$ cat config.mk
export PLATFORM = sky130hd
export DESIGN_NAME = mem_ctrl_flat
export DESIGN_NICKNAME = d
export VERILOG_FILES = /design/src/rtl/mem_pkg.sv /design/src/rtl/mem_ctrl_if.sv /design/src/rtl/mem_ctrl.sv /design/src/flat_wrapper.sv
export SDC_FILE = /design/constraint.sdc
export NUM_CORES = 1
export LEC_CHECK = 0
export CORE_MARGIN = 2
export CORE_UTILIZATION = 42
export CTS_CLUSTER_SIZE = 16
export DETAILED_ROUTE_END_ITERATION = 16
export PLACE_DENSITY = 0.82
export SYNTH_ARGS = -nofsm -noshare
export SYNTH_HDL_FRONTEND = slang
export SYNTH_SLANG_ARGS = --single-unit
$ cat constraint.sdc
create_clock -name clk -period 2 [get_ports clk]
set_clock_uncertainty 0.15 [all_clocks]
set_input_delay 0.2 -clock clk [delete_from_list [all_inputs] [get_ports clk]]
set_output_delay 0.2 -clock clk [all_outputs]
set_load 0.01 [all_outputs]
$ cat src/rtl/mem_pkg.sv
// mem_pkg: shared widths, memory depth and FSM state encoding for the memory controller.
package mem_pkg;
    localparam int DATA_W = 16;
    localparam int ADDR_W = 16;
    localparam int MEM_DEPTH = 16384;
    localparam logic [ADDR_W-1:0] ADDR_LIMIT = ADDR_W'(MEM_DEPTH);
    typedef enum logic [1:0] {IDLE, ISSUE, CAPTURE, RESP} state_t;
endpackage

$ cat src/rtl/mem_ctrl_if.sv
// mem_ctrl_if: request/response handshakes plus memory strobes; slave is the controller, master its surroundings.
interface mem_ctrl_if;
    logic                       req_valid;
    logic                       req_ready;
    logic                       req_write;
    logic [mem_pkg::ADDR_W-1:0] req_addr;
    logic [mem_pkg::DATA_W-1:0] req_wdata;
    logic                       resp_valid;
    logic                       resp_ready;
    logic [mem_pkg::DATA_W-1:0] resp_rdata;
    logic                       resp_err;
    logic [mem_pkg::ADDR_W-1:0] mem_addr;
    logic [mem_pkg::DATA_W-1:0] mem_data_in;
    logic                       mem_write_enable;
    logic [mem_pkg::DATA_W-1:0] mem_data_out;
    modport slave (
        input  req_valid, req_write, req_addr, req_wdata, resp_ready, mem_data_out,
        output req_ready, resp_valid, resp_rdata, resp_err, mem_addr, mem_data_in, mem_write_enable
    );
    modport master (
        output req_valid, req_write, req_addr, req_wdata, resp_ready, mem_data_out,
        input  req_ready, resp_valid, resp_rdata, resp_err, mem_addr, mem_data_in, mem_write_enable
    );
endinterface

$ cat src/rtl/mem_ctrl.sv
// mem_ctrl: single-request bus master for a sync-read word memory (MAR/MBR, valid/ready on both sides).
// Define MEM_CTRL_RANGE_CHECK_EN to answer out-of-range addresses with resp_err instead of touching memory.
import mem_pkg::*;
module mem_ctrl (
    input logic       clk,
    input logic       reset,
    mem_ctrl_if.slave bus
);
    state_t              state;
    logic [ADDR_W-1:0]   mar;
    logic [DATA_W-1:0]   mbr;
    logic [DATA_W-1:0]   data_in;
    logic                op_write;
    logic                ready;
    logic                valid;
    logic                err;
    logic                wen;
    logic                oor;
`ifdef MEM_CTRL_RANGE_CHECK_EN
    assign oor = bus.req_addr >= ADDR_LIMIT;
`else
    assign oor = 1'b0;
`endif
    assign bus.req_ready        = ready;
    assign bus.resp_valid       = valid;
    assign bus.resp_err         = err;
    assign bus.resp_rdata       = (valid && !op_write && !err) ? mbr : '0;
    assign bus.mem_addr         = mar;
    assign bus.mem_data_in      = data_in;
    assign bus.mem_write_enable = wen;
    always_ff @(posedge clk) begin
        if (reset) begin
            state    <= IDLE;
            mar      <= '0;
            mbr      <= '0;
            data_in  <= '0;
            op_write <= 1'b0;
            ready    <= 1'b1;
            valid    <= 1'b0;
            err      <= 1'b0;
            wen      <= 1'b0;
        end else begin
            case (state)
                IDLE: if (bus.req_valid) begin
                    op_write <= bus.req_write;
                    mbr      <= bus.req_wdata;
                    ready    <= 1'b0;
                    // Rejected addresses leave MAR and the memory pins untouched.
                    if (oor) begin
                        state <= RESP;
                        valid <= 1'b1;
                        err   <= 1'b1;
                    end else begin
                        state <= ISSUE;
                        mar   <= bus.req_addr;
                        wen   <= bus.req_write;
                        if (bus.req_write) data_in <= bus.req_wdata;
                    end
                end
                ISSUE: begin
                    wen   <= 1'b0;
                    state <= op_write ? RESP : CAPTURE;
                    valid <= op_write;
                end
                CAPTURE: begin
                    mbr   <= bus.mem_data_out;
                    state <= RESP;
                    valid <= 1'b1;
                end
                RESP: if (bus.resp_ready) begin
                    state <= IDLE;
                    valid <= 1'b0;
                    err   <= 1'b0;
                    ready <= 1'b1;
                end
                default: state <= IDLE;
            endcase
        end
    end
endmodule

$ cat src/flat_wrapper.sv
// flat-port wrapper written by rule: the top's interface ports become plain ports
module mem_ctrl_flat 
  (clk, reset, bus_req_valid, bus_req_write, bus_req_addr, bus_req_wdata, bus_resp_ready, bus_mem_data_out, bus_req_ready, bus_resp_valid, bus_resp_rdata, bus_resp_err, bus_mem_addr, bus_mem_data_in, bus_mem_write_enable);
  mem_ctrl_if bus_i ();
  input logic clk;
  input logic reset;
  input wire logic [$bits(bus_i.req_valid)-1:0] bus_req_valid;
  input wire logic [$bits(bus_i.req_write)-1:0] bus_req_write;
  input wire logic [$bits(bus_i.req_addr)-1:0] bus_req_addr;
  input wire logic [$bits(bus_i.req_wdata)-1:0] bus_req_wdata;
  input wire logic [$bits(bus_i.resp_ready)-1:0] bus_resp_ready;
  input wire logic [$bits(bus_i.mem_data_out)-1:0] bus_mem_data_out;
  output wire logic [$bits(bus_i.req_ready)-1:0] bus_req_ready;
  output wire logic [$bits(bus_i.resp_valid)-1:0] bus_resp_valid;
  output wire logic [$bits(bus_i.resp_rdata)-1:0] bus_resp_rdata;
  output wire logic [$bits(bus_i.resp_err)-1:0] bus_resp_err;
  output wire logic [$bits(bus_i.mem_addr)-1:0] bus_mem_addr;
  output wire logic [$bits(bus_i.mem_data_in)-1:0] bus_mem_data_in;
  output wire logic [$bits(bus_i.mem_write_enable)-1:0] bus_mem_write_enable;
  assign bus_i.req_valid = bus_req_valid;
  assign bus_i.req_write = bus_req_write;
  assign bus_i.req_addr = bus_req_addr;
  assign bus_i.req_wdata = bus_req_wdata;
  assign bus_i.resp_ready = bus_resp_ready;
  assign bus_i.mem_data_out = bus_mem_data_out;
  assign bus_req_ready = bus_i.req_ready;
  assign bus_resp_valid = bus_i.resp_valid;
  assign bus_resp_rdata = bus_i.resp_rdata;
  assign bus_resp_err = bus_i.resp_err;
  assign bus_mem_addr = bus_i.mem_addr;
  assign bus_mem_data_in = bus_i.mem_data_in;
  assign bus_mem_write_enable = bus_i.mem_write_enable;
  mem_ctrl u_core (.clk(clk), .reset(reset), .bus(bus_i));
endmodule
==> results.cfg, run 1 <==
[outcome]
status = complete, no violations

[floorplanning]
die_h_um = 79.9
die-width_um = 79.9
core_um2 = 5540
io_pins = 105
rows = 27
initial_utilization = 0.437
die_area_um2 = 6390

[final_layout]
nets = 432
drive_gt1_frac = 0.109
syn_to_final_growth_pct = 49.1
fin_cells = 447
antenna_cells = 0
fillers = 484

[clocking]
cts_buffer_depth = 2
clkLatencyLatePin_ps = 300
root_buffer = clkbuf_8
cts_buffers = 5
clkTransAtPathRegs_ps = 90
cts_tree = done
clkSinkCount = 54
postCtsHoldBufs = 0
h-tree-depth = 2

[grt]
grt_overflow = 0
grt_pass1_vias = 2124
antenna_found_initial = 0
grt_pass1_wl_um = 9470
grt_usage = 0.184
grt_start_max_net_pins = 33

[synthesis]
ys_top_cells_by_area = dfxtp_1, nand2_1, a211oi_2
netlist_area_um2 = 2420
synth_warnings = 0
synth_edf_count = 0
ys_seq_area_frac = 0.447
synth_fp_nets = 333
synth_most_common_cell = nand2_1
yosysUniqueCellTypes = 31
synth-seq-cells = 54
synth_top_cell_by_area = dfxtp_1
syn_avg_cell_area_um2 = 8.80
syn_inst = 275
synth_flop_cell = dfxtp_1
ys_top_cells_by_count = nand2_1, dfxtp_1, a21oi_1
synthArstFlopShare = 0
yosysTopAreaCellShare = 0.447

[worst_setup_path]
required_ps = 2070
crit_path_max_incr_delay_ps = 570
critPathSlowestCell = mux2_2
cp_top_family = multiplexers
path_max_fanout = 16
endpoint_kind = flop
crit_arrival_ps = 1990
cp_cell_sequence = inv_1 > ha_2 > mux2_2 > a211oi_2
worstSetupStartpointType = flop
path_buf_inv = 1
criticalPathCategory = flop to flop

[drt]
wl_met1_um = 2700
avgViaCountPerCell = 4.91
wl_um = 6210
met3WireLength_um = 544
drc = 0
first_pass_iters = 4
wl_per_cell_um = 13.9
top_layer = met4
routed-via-count = 2195
wl_met2_um = 2930
drtAntennaViolNets = 0
drt_iter0_drc = 65

[place]
dp.cells = 436
dp_hpwl_um = 4310
globalplace.congestion = 0.779
io_buffers = 103

[power]
totalPowerFinal_uw = 3900
power.density_nw_per_um2 = 1080
p_leak_uw = 0.00150
peakVddDrop_mv = 0.564

[timing]
hold_viol_final = 0
worst_hold_slack_ps = 190
rsz0062_at_grt = no
slew_headroom = 0.667
setup_viol = 0
worstMarginPinSlew_ps = 500
setup_tns_ps = 0
fmax_mhz = 522
final_max_slew_viol_count = 0
final.min_clock_period_ps = 1920
post-route-period-util = 0.958

[hold_path]
hold_path.class = input pin to flop

[job]
drv_cap = 0
==> sequential cells by signal, indices dropped and copies added (netlist names) <==
signal	flops
u_core.bus.mem_addr	16
u_core.bus.mem_data_in	16
u_core.mbr	16
u_core.op_write	1
u_core.bus.req_ready	1
u_core.bus.mem_write_enable	1
u_core.state	2
u_core.bus.resp_valid	1
==> layout make-up <==
cell class	count	area [µm²]	share of cell area
Sequential cell	54	1080	0.300
Inverter	2	7.51	0.00208
Clock inverter	1	5.00	0.00139
Multi-Input combinational cell	199	1210	0.334
Timing Repair Buffer	112	1130	0.313
Clock buffer	7	86.3	0.0239
Tap cell	72	90.1	0.0250
==> stage by stage <==
stage / worst slack (ps) / area, µm² / util
after global placement: 196 / 3460 / 0.624
after CTS: 0.693 / 3560 / 0.643
final: 83.2 / 3610 / 0.652
after detailed placement: 78.2 / 3460 / 0.624
after global routing: 11.6 / 3610 / 0.652
after floorplan: 273 / 2420 / -
==> layout by cell type (no fill, tap or decap), types with 2 or more instances in the layout <==
master / instances
clkdlybuf4s50_1: 86
nand2_1: 68
and2_1: 17
dfxtp_1: 52
clkbuf_8: 6
inv_1: 2
dlymetal6s2s_1: 10
a211oi_2: 16
ha_1: 4
a21oi_1: 38
dfxtp_2: 2
buf_4: 7
dlygate4sd2_1: 3
nand3_1: 2
mux2i_1: 17
nand2b_1: 3
nor2_1: 17
clkdlybuf4s15_1: 3
==> path summary, 6_finish.rpt <==
| kind | startpoint | endpoint | slack [ps] | cells after the start |
|---|---|---|---|---|
| worst max-delay path | u_core.state[1]$_SDFFE_PP0P_ | u_core.mbr[7]$_SDFFE_PP0P_ | 80 | 4 |
| worst min-delay path | reset | u_core.bus.mem_addr[7]$_SDFFE_PP0P_ | 190 | 2 |
| worst min register to register | u_core.bus.mem_addr[1]$_SDFFE_PP0P_ | u_core.bus.mem_addr[1]$_SDFFE_PP0P_ | 310 | 2 |
| worst max register to register | u_core.state[1]$_SDFFE_PP0P_ | u_core.mbr[7]$_SDFFE_PP0P_ | 80 | 4 |
==> logic make-up after synthesis <==
kind of cell,after synthesis,synth area share
fa+ha+maj,5,0.0258
compound gates,61,0.183
mux,18,0.0765
other cells,1,0.00155
flops,54,0.447
simple gates,113,0.204
buf+inv,23,0.0620
==> routing by layer <==
layer	up-vias	GRT usage
met3	5	0.0611
met1	1000	0.216
met2	75	0.328
met5	-	0
li1	1115	-
met4	0	0.0356
==> repair_timing <==
item / 4_1_cts / 5_1_grt
cloned: 0 / 1
buffers inserted: 2 / 0
resized for setup: 7 / 17
setup endpoints to repair: 16 / 29
==> where the power goes <==
| part | leakage (µW) | switching [µW] | internal (µW) |
|---|---|---|---|
| sequential | 0.000444 | 149 | 1360 |
| clock | 0.0000482 | 335 | 280 |
| combinational | 0.00101 | 936 | 841 |
Note: power is estimated with default switching activity, not from simulation.
==> run 2: changes to the inputs <==
--- a/config.mk
+++ b/config.mk
@@ -13,3 +13,4 @@
 export SYNTH_ARGS = -nofsm -noshare
 export SYNTH_HDL_FRONTEND = slang
 export SYNTH_SLANG_ARGS = --single-unit
+export TNS_END_PERCENT = 20
==> results.cfg, run 2 (same netlist as run 1, synthesis figures left out) <==
[outcome]
status = complete, no violations

[grt]
grt_overflow = 0
grt_pass1_wl_um = 9450
grt_start_max_net_pins = 33
grt_pass1_vias = 2116
antenna_found_initial = 0
grt_usage = 0.184

[floorplanning]
die_h_um = 79.9
die-width_um = 79.9
die_area_um2 = 6390
rows = 27
core_um2 = 5540
initial_utilization = 0.437
io_pins = 105

[worst_setup_path]
crit_path_max_incr_delay_ps = 570
path_max_fanout = 16
crit_path_end = u_core.mbr[7]$_SDFFE_PP0P_
path_buf_inv = 1
reg2reg_from = u_core.state[1]$_SDFFE_PP0P_
required_ps = 2070
r2r_end = u_core.mbr[7]$_SDFFE_PP0P_
worstSetupStartpointType = flop
crit_start = u_core.state[1]$_SDFFE_PP0P_
crit_arrival_ps = 1980
cp_top_family = multiplexers
path_depth = 4
reg2reg_depth = 4
cp_cell_sequence = inv_1 > ha_2 > mux2_2 > a211oi_2
critPathSlowestCell = mux2_2
criticalPathCategory = flop to flop
endpoint_kind = flop
rrSetupSlack_ps = 90

[clocking]
root_buffer = clkbuf_8
cts_tree = done
cts_buffers = 5
cts_buffer_depth = 2
h-tree-depth = 2
clkLatencyLatePin_ps = 300
clkTransAtPathRegs_ps = 90
cts_setup_buffers = 0
postCtsHoldBufs = 0
clkSinkCount = 54

[place]
dp_slack_ps = 78.2
dp_hpwl_um = 4310
globalplace.congestion = 0.779
dp.cells = 436
io_buffers = 103

[drt]
wl_per_cell_um = 13.7
drt_iter0_drc = 67
wl_um = 6110
routed-via-count = 2179
drc = 0
first_pass_iters = 4
drtAntennaViolNets = 0
avgViaCountPerCell = 4.90

[final_layout]
antenna_cells = 0
syn_to_final_growth_pct = 46.6
final_cell_mix = clkdlybuf4s50_1, nand2_1, dfxtp_1
drive_gt1_frac = 0.0965
nets = 430
final_common_cell = clkdlybuf4s50_1
fin_util = 0.640
fin_cells = 445

[timing]
fin_ws_ps = 94.6
setup_viol = 0
final.min_clock_period_ps = 1910
post-route-period-util = 0.953
rsz0062_at_grt = no
setup_tns_ps = 0
hold_viol_final = 0
worst_hold_slack_ps = 190
fmax_mhz = 525
final_max_slew_viol_count = 0

[power]
peakVddDrop_mv = 0.556
p_leak_uw = 0.00136
power.density_nw_per_um2 = 1090

[job]
drv_cap = 0

[hold_path]
hold_path.class = input pin to flop
## run 2: timing repair
item                                    in CTS  in global routing
gates cloned                                 0                  1
resized for setup                           17                  1
pin swaps                                    0                  0
endpoints found under the setup margin      16                 16
## run 2: layout make-up
cell class	count	area, µm²
Fill cell	492	1990
Multi-Input combinational cell	199	1200
Sequential cell	54	1080
Timing Repair Buffer	110	1070
Tap cell	72	90.1
Clock buffer	7	86.3
Inverter	2	7.51
Clock inverter	1	5.00
## run 2: worst min path at each step
stage                                        start                              endpoint  slack (ps)  cells past startpoint
6_report                                     reset  u_core.bus.mem_addr[10]$_SDFFE_PP0P_         190                      2
5_1_grt                                      reset          u_core.op_write$_SDFFE_PP0P_         210                      2
4_1_cts                                      reset   u_core.bus.mem_addr[7]$_SDFFE_PP0P_         180                      2
3_5_place_dp   u_core.bus.mem_addr[1]$_SDFFE_PP0P_   u_core.bus.mem_addr[1]$_SDFFE_PP0P_         300                      2
3_3_place_gp   u_core.bus.mem_addr[0]$_SDFFE_PP0P_   u_core.bus.mem_addr[0]$_SDFFE_PP0P_         290                      2
2_1_floorplan                        bus_req_write          u_core.op_write$_SDFFE_PP0P_         190                      2
## run 2: report_power, final
part / switching, µW / total [µW] / leakage (µW) / internal (µW)
Sequential: 148 / 1500 / 0.000443 / 1350
Combinational: 923 / 1740 / 0.000871 / 819
Clock: 335 / 615 / 0.0000482 / 280
Total: 1410 / 3860 / 0.00136 / 2450
## run 2: through the flow
step | power (µW) | cell area, µm²
after global routing | 4150 | 3550
after floorplan | 2740 | 2420
final | 3860 | 3550
after global placement | 3190 | 3460
after detailed placement | 3260 | 3460
after CTS | 3860 | 3530
## run 2: layer usage
metal | global-route usage | wire length, µm | part of all wire | vias up
met5 | 0 | 0 | 0 | -
met4 | 0.0356 | 33 | 0.0054 | 0
met3 | 0.0611 | 536 | 0.088 | 5
met2 | 0.333 | 2850 | 0.47 | 75
met1 | 0.212 | 2690 | 0.44 | 991
li1 | - | - | - | 1108
## run 2: worst reg2reg max path, delay by kind of cell (launching register included)
family | cells | cell delay (ps)
muxes | 1 | 570
AOI/OAI and AO/OA | 1 | 250
DFF | 1 | 370
adders and majority gates | 1 | 340
buffers and inverters | 1 | 150
==> run 3: changes to the inputs <==
--- a/config.mk
+++ b/config.mk
@@ -5,10 +5,12 @@
 export SDC_FILE = /design/constraint.sdc
 export NUM_CORES = 1
 export LEC_CHECK = 0
+export CAP_MARGIN = 20
 export CORE_MARGIN = 2
 export CORE_UTILIZATION = 42
 export CTS_CLUSTER_SIZE = 16
 export DETAILED_ROUTE_END_ITERATION = 16
+export GPL_TIMING_DRIVEN = 0
 export PLACE_DENSITY = 0.82
 export SYNTH_ARGS = -nofsm -noshare
 export SYNTH_HDL_FRONTEND = slang
==> results.cfg, run 3 (same netlist as run 1, synthesis figures left out) <==
[outcome]
status = complete, no violations

[clocking]
clkTransAtPathRegs_ps = 100
cts_tree = done
clkLatencyLatePin_ps = 300
h-tree-depth = 2
cts_buffer_depth = 2
root_buffer = clkbuf_8
clkSinkCount = 54
cts_buffers = 5
postCtsHoldBufs = 0

[drt]
drtAntennaViolNets = 0
wl_per_cell_um = 13.9
drt_iter0_drc = 82
drc = 0
avgViaCountPerCell = 4.98
routed-via-count = 2276
first_pass_iters = 4
wl_um = 6340

[final_layout]
syn_to_final_growth_pct = 50.9
drive_gt1_frac = 0.122
final_common_cell = clkdlybuf4s50_1
antenna_cells = 0
nets = 442
fin_cells = 457
final_cell_mix = clkdlybuf4s50_1, nand2_1, dfxtp_1

[power]
p_leak_uw = 0.00149
peakVddDrop_mv = 0.578
power.density_nw_per_um2 = 1100
totalPowerFinal_uw = 4010

[worst_setup_path]
criticalPathCategory = flop to flop
critPathSlowestCell = dfxtp_1
path_max_fanout = 10
cp_cell_sequence = inv_1 > ha_1 > buf_6 > mux2_4 > buf_4 > nor2_1 > a211oi_2
required_ps = 2020
path_buf_inv = 3
crit_arrival_ps = 1920
endpoint_kind = flop
cp_top_family = buffers and inverters
crit_path_max_incr_delay_ps = 430
rrSetupSlack_ps = 90
worstSetupStartpointType = flop

[timing]
worstMarginPinSlew_ps = 712
setup_viol = 0
final_max_slew_viol_count = 0
hold_viol_final = 0
post-route-period-util = 0.953
rsz0062_at_grt = no
final.min_clock_period_ps = 1910
fmax_mhz = 525
slew_headroom = 0.526

[floorplanning]
die-width_um = 79.9
die_area_um2 = 6390
initial_utilization = 0.437
die_h_um = 79.9
rows = 27
core_um2 = 5540
io_pins = 105

[grt]
met2_usage = 0.353
grt_pass1_vias = 2266
use_met3 = 0.0509
grt_pass1_wl_um = 10300
met1_usage = 0.249
grt_overflow = 0
grt-busiest-layer = met2
antenna_found_initial = 0
grt_start_max_net_pins = 17
grt_usage = 0.204

[hold_path]
hold_path.class = input pin to flop

[place]
dp_hpwl_um = 4770
io_buffers = 101
globalplace.congestion = 0.771
dp.cells = 448

[job]
drv_cap = 0
==> run 3: area by class of cell <==
cell class | instances | area [µm²]
plain buffers | 21 | 155
clock buffers | 6 | 82.6
clock inverters | 2 | 12.5
fillers | 477 | 1890
inverters | 2 | 7.51
multi-input cells | 198 | 1200
flip-flops and latches | 54 | 1080
well taps | 72 | 90.1
repair buffers | 102 | 1020
==> run 3: final timing paths <==
kind,depth (start not counted),start,to
max,7,u_core.state[0]$_SDFFE_PP0P_,u_core.mbr[6]$_SDFFE_PP0P_
min,2,reset,u_core.mbr[15]$_SDFFE_PP0P_
max reg2reg,7,u_core.state[0]$_SDFFE_PP0P_,u_core.mbr[6]$_SDFFE_PP0P_
min reg2reg,2,u_core.bus.mem_data_in[15]$_SDFFE_PP0P_,u_core.bus.mem_data_in[15]$_SDFFE_PP0P_
==> run 3: metrics by stage <==
step | hold slack [ps] | setup WS (ps) | cell area (µm²) | util | setup TNS [ps]
floorplan | 186 | 273 | 2420 | - | 0
global placement | 291 | -146 | 3520 | 0.636 | -1360
detailed placement | 296 | -143 | 3520 | 0.636 | -1350
CTS | 12.7 | -3.15 | 3630 | 0.655 | -4.61
global route | 21.9 | 4.62 | 3650 | 0.659 | 0
finish | 23.8 | 94.1 | 3650 | 0.659 | 0
==> run 3: where the power goes <==
group	internal, µW	switching (µW)
registers	1350	152
clock network	279	359
logic	925	940
total	2560	1450
==> run 3: repair_timing <==
| item | CTS | global route |
|---|---|---|
| gates resized for setup | 16 | 8 |
| buffers inserted | 1 | 0 |
| setup endpoints to repair | 16 | 16 |
==> run 3: per-layer routing <==
layer  wire length (µm)  part of all wire  up-vias
met1               2760              0.43     1054
met3                465             0.073        5
met5                  0                 0        -
met2               3070              0.48       83
li1                   -                 -     1134
met4                 46            0.0073        0
==> edit 1: new RTL, config.mk and constraints of run 2 <==
The 4 states of `state_t` get a one-hot encoding in 4 bits.
--- a/src/rtl/mem_pkg.sv
+++ b/src/rtl/mem_pkg.sv
@@ -6,3 +6,3 @@
     localparam logic [ADDR_W-1:0] ADDR_LIMIT = ADDR_W'(MEM_DEPTH);
-    typedef enum logic [1:0] {IDLE, ISSUE, CAPTURE, RESP} state_t;
+    typedef enum logic [3:0] {IDLE = 4'b0001, ISSUE = 4'b0010, CAPTURE = 4'b0100, RESP = 4'b1000} state_t;
 endpackage
Behaviour: no difference found for any inputs over 4 cycles, from zero or initial values and one cycle with reset high; so few cycles prove little.
==> edit 1 against run 2 <==
Die area decreased by 4.0%; synthesized area decreased by 4.2%; worst setup slack gained 63 ps; wire length rose by 1.1%; worst hold slack gained 19 ps; sequential cell count is 2 higher; via count grew 5.5%; design area increased by 0.56%; critical path type unchanged; highest routed layer unchanged.
Power is not compared: it rests on default switching activity, and its combinational part moved more than twofold at a synthesized area within 25%.
==> edit 1: results (changes against run 2) <==
status: finished, final reports clean
inverter count: 3 (+1)
Non-Clock Buffer Area Fraction: 32.4% (+2.1 points)
M2 GR Usage: 33.3% (about the same)
worst hold slack: 209 ps (+18.5 ps)
Synth Net Count: 350 (+5.1%)
synth cell count leaders: nand2_1 (100), dfxtp_1 (56), a21oi_1 (37)
Data arrival, critical path: 1900 ps (-80 ps)
Placement Setup Slack: 170 ps (+91.5 ps)
Met1 Wirelength: 2.67 mm (-0.71%)
WL met3: 552 um (+3.0%)
DR pass1 iterations: 5 (+1)
first-pass GRT wire length: 10.1 mm (+6.8%)
DP HPWL: 4.51 mm (+4.6%)
Post-Layout Cell Count: 470 (+5.6%)
Final clock-cell share: 3.26% (+0.69 points)
drt total wl: 6.17 mm (+1.1%)
syn_area_per_cell: 7.81 um2 (-11%)
CP max stage delay: 430 ps (-140 ps)
vias per cell: 4.89 (-0.10%)
met2 wire length: 2.86 mm (+0.67%)
DP Area: 3430 um2 (-0.90%)
met1 Usage GRT: 25.8% (+4.6 points)
Post-CTS Resized: 15 (-2)
# clock sinks: 56 (+3.7%)
Iteration-0 DRC Markers: 77 (+15%)
GRT Total Usage: 20.6% (+2.1 points)
Reg area: 1120 um2 (+3.9%)
FILL cells: 489 (-0.61%)
die width: 78.3 um (-2.0%)
placed cell count: 461 (+5.7%)
post-synth cell types: 28 (-9.7%)
Worst path top cell family by delay: simple AND/OR/NAND/NOR gates
multi-input gates: 213 (+7.0%)
Non-CTS buffers: 118 (+7.3%)
final net count: 450 (+4.7%)
post-route setup slack: 158 ps (+63.1 ps)
RD Place Congestion: 0.866 (+11%)
worst-path maximum fanout: 32 (+16)
CP max stage cell: dfxtp_1
fraction of area in multi-input gates: 30.0% (-3.9 points)
TritonCTS Buffers: 5 (unchanged)
GR Util met3: 8.05% (+1.9 points)
[edit 1: worst paths after layout]
check,endpoint,from,cells after the start
setup / recovery,u_core.mbr[6]$_SDFFE_PP0P_,u_core.state[1]$_SDFFE_PP0P_,5
hold / removal,u_core.state[1]$_SDFFE_PP0P_,reset,2
setup reg to reg,u_core.mbr[6]$_SDFFE_PP0P_,u_core.state[1]$_SDFFE_PP0P_,5
hold reg to reg,u_core.bus.mem_addr[7]$_SDFFE_PP0P_,u_core.bus.mem_addr[7]$_SDFFE_PP0P_,2
[edit 1: worst register-to-register path: cells and delay by family, from the launching register on]
kind,cells,cell delay [ps]
compound gates,1,300
buf+inv,1,190
flops,1,430
simple gates,3,670
[edit 1: logic make-up after synthesis]
kind of cell	after synthesis	share of synthesized area, %
simple gates	149	28.3
flops	56	48.3
xor+xnor	2	0.755
compound gates	61	16.6
other cells	1	0.162
buf+inv	28	5.88
==> edit 2: new RTL, settings of run 2 <==
Made on the original files. The option `MEM_CTRL_RANGE_CHECK_EN` is turned on by a define.
--- a/src/rtl/mem_ctrl.sv
+++ b/src/rtl/mem_ctrl.sv
@@ -2,2 +2,4 @@
 // Define MEM_CTRL_RANGE_CHECK_EN to answer out-of-range addresses with resp_err instead of touching memory.
+`define MEM_CTRL_RANGE_CHECK_EN
+
 import mem_pkg::*;
Function: changed (Yosys sat finds a counterexample within 4 cycles, from zero or initial values and one cycle with reset high).
==> edit 2 against run 2 <==
Power down 4.4%; design area increased by 2.3%; maximum frequency is 2.9% higher; first-iteration DRC count up 58%; sequential cell count is 1 higher; clock power rose by 8.9%; non-clock buffer count rose by 3; via count up 5.3%; wire length up 4.2%; worst setup slack improved by 54 ps; synthesized area increased by 1.1%; critical endpoint is now u_core.bus.mem_data_in[2]$_SDFFE_PP0P_; largest cell class unchanged; highest routed layer unchanged.
==> edit 2: results (changes against run 2) <==
sequential cell area fraction in the yosys report: 45.0% (+0.34 points)
Synth Net Count: 341 (+2.4%)
reg2reg path depth: 6 (+2)
Compound-Gate Fraction of Synth Area: 15.1% (-3.3 points)
Post-CTS Resized: 20 (+3)
Pint: 0.00241 W (-1.5%)
drt total wl: 6.36 mm (+4.2%)
M2 GR Usage: 34.5% (+1.2 points)
syn_area_per_cell: 8.71 um2 (-1.1%)
Seq area share: 30.5% (about the same)
Non-Clock Buffer Area Fraction: 30.7% (+0.45 points)
Post-Synth Adder-Cell Area: 3.58% (+0.99 points)
mux contribution to synthesized area: 7.77% (+0.12 points)
Leakage: 1.39 nW (+2.4%)
flop and latch count out of synthesis: 55 (+1.9%)
Final Util: 65.1% (+1.1 points)
GR Util met3: 4.38% (-1.7 points)
status: finished, final reports clean
met1 Usage GRT: 24.7% (+3.5 points)
synth cell count leaders: dfxtp_1 (55), nand2_1 (47), a21oi_1 (34)
Data arrival, critical path: 1920 ps (-60 ps)
post-synth cell types: 27 (-13%)
Area contributors post-synth: dfxtp_1 (45%), mux2i_1 (7.8%), nand2_1 (7.2%)
Worst R2R End: u_core.bus.mem_data_in[2]$_SDFFE_PP0P_
Placement Setup Slack: 96.1 ps (+17.8 ps)
Met1 Wirelength: 2.77 mm (+2.8%)
# port buffers: 104 (+0.97%)
final net count: 440 (+2.3%)
DP Area: 3530 um2 (+2.0%)
WL met3: 411 um (-23%)
flop2flop setup slack: 150 ps (+50 ps)
FILL cells: 498 (+1.2%)
f_max: 540 MHz (+2.9%)
worst hold slack: 283 ps (+92.8 ps)
DP HPWL: 4.52 mm (+4.8%)
Final clock-cell share: 2.86% (+0.29 points)
first-pass GRT wire length: 10.2 mm (+7.7%)
multi-input gates: 201 (+1.0%)
[edit 2: cell types whose count changed after synthesis, moves of 2 or more]
| cell | before | now |
|---|---|---|
| clkbuf_1 | 4 | 7 |
| ha_1 | 5 | 7 |
| mux2i_1 | 17 | 19 |
| nand2b_1 | 3 | 0 |
| o21ai_0 | 1 | 3 |
| buf_4 | 7 | 4 |
| nor2_1 | 17 | 25 |
| nand3_1 | 2 | 18 |
| nor3b_1 | 0 | 3 |
| nand2_1 | 68 | 47 |
| a211oi_1 | 1 | 16 |
| a21oi_1 | 38 | 34 |
| inv_1 | 2 | 4 |
| a211oi_2 | 16 | 3 |
[edit 2: critical path, stage by stage (launching register included)]
cell and delay, ps:
dfxtp_2 360, inv_1 130, ha_1 250, and4bb_1 380
buf_6 250, nand3_1 100, a21oi_1 140
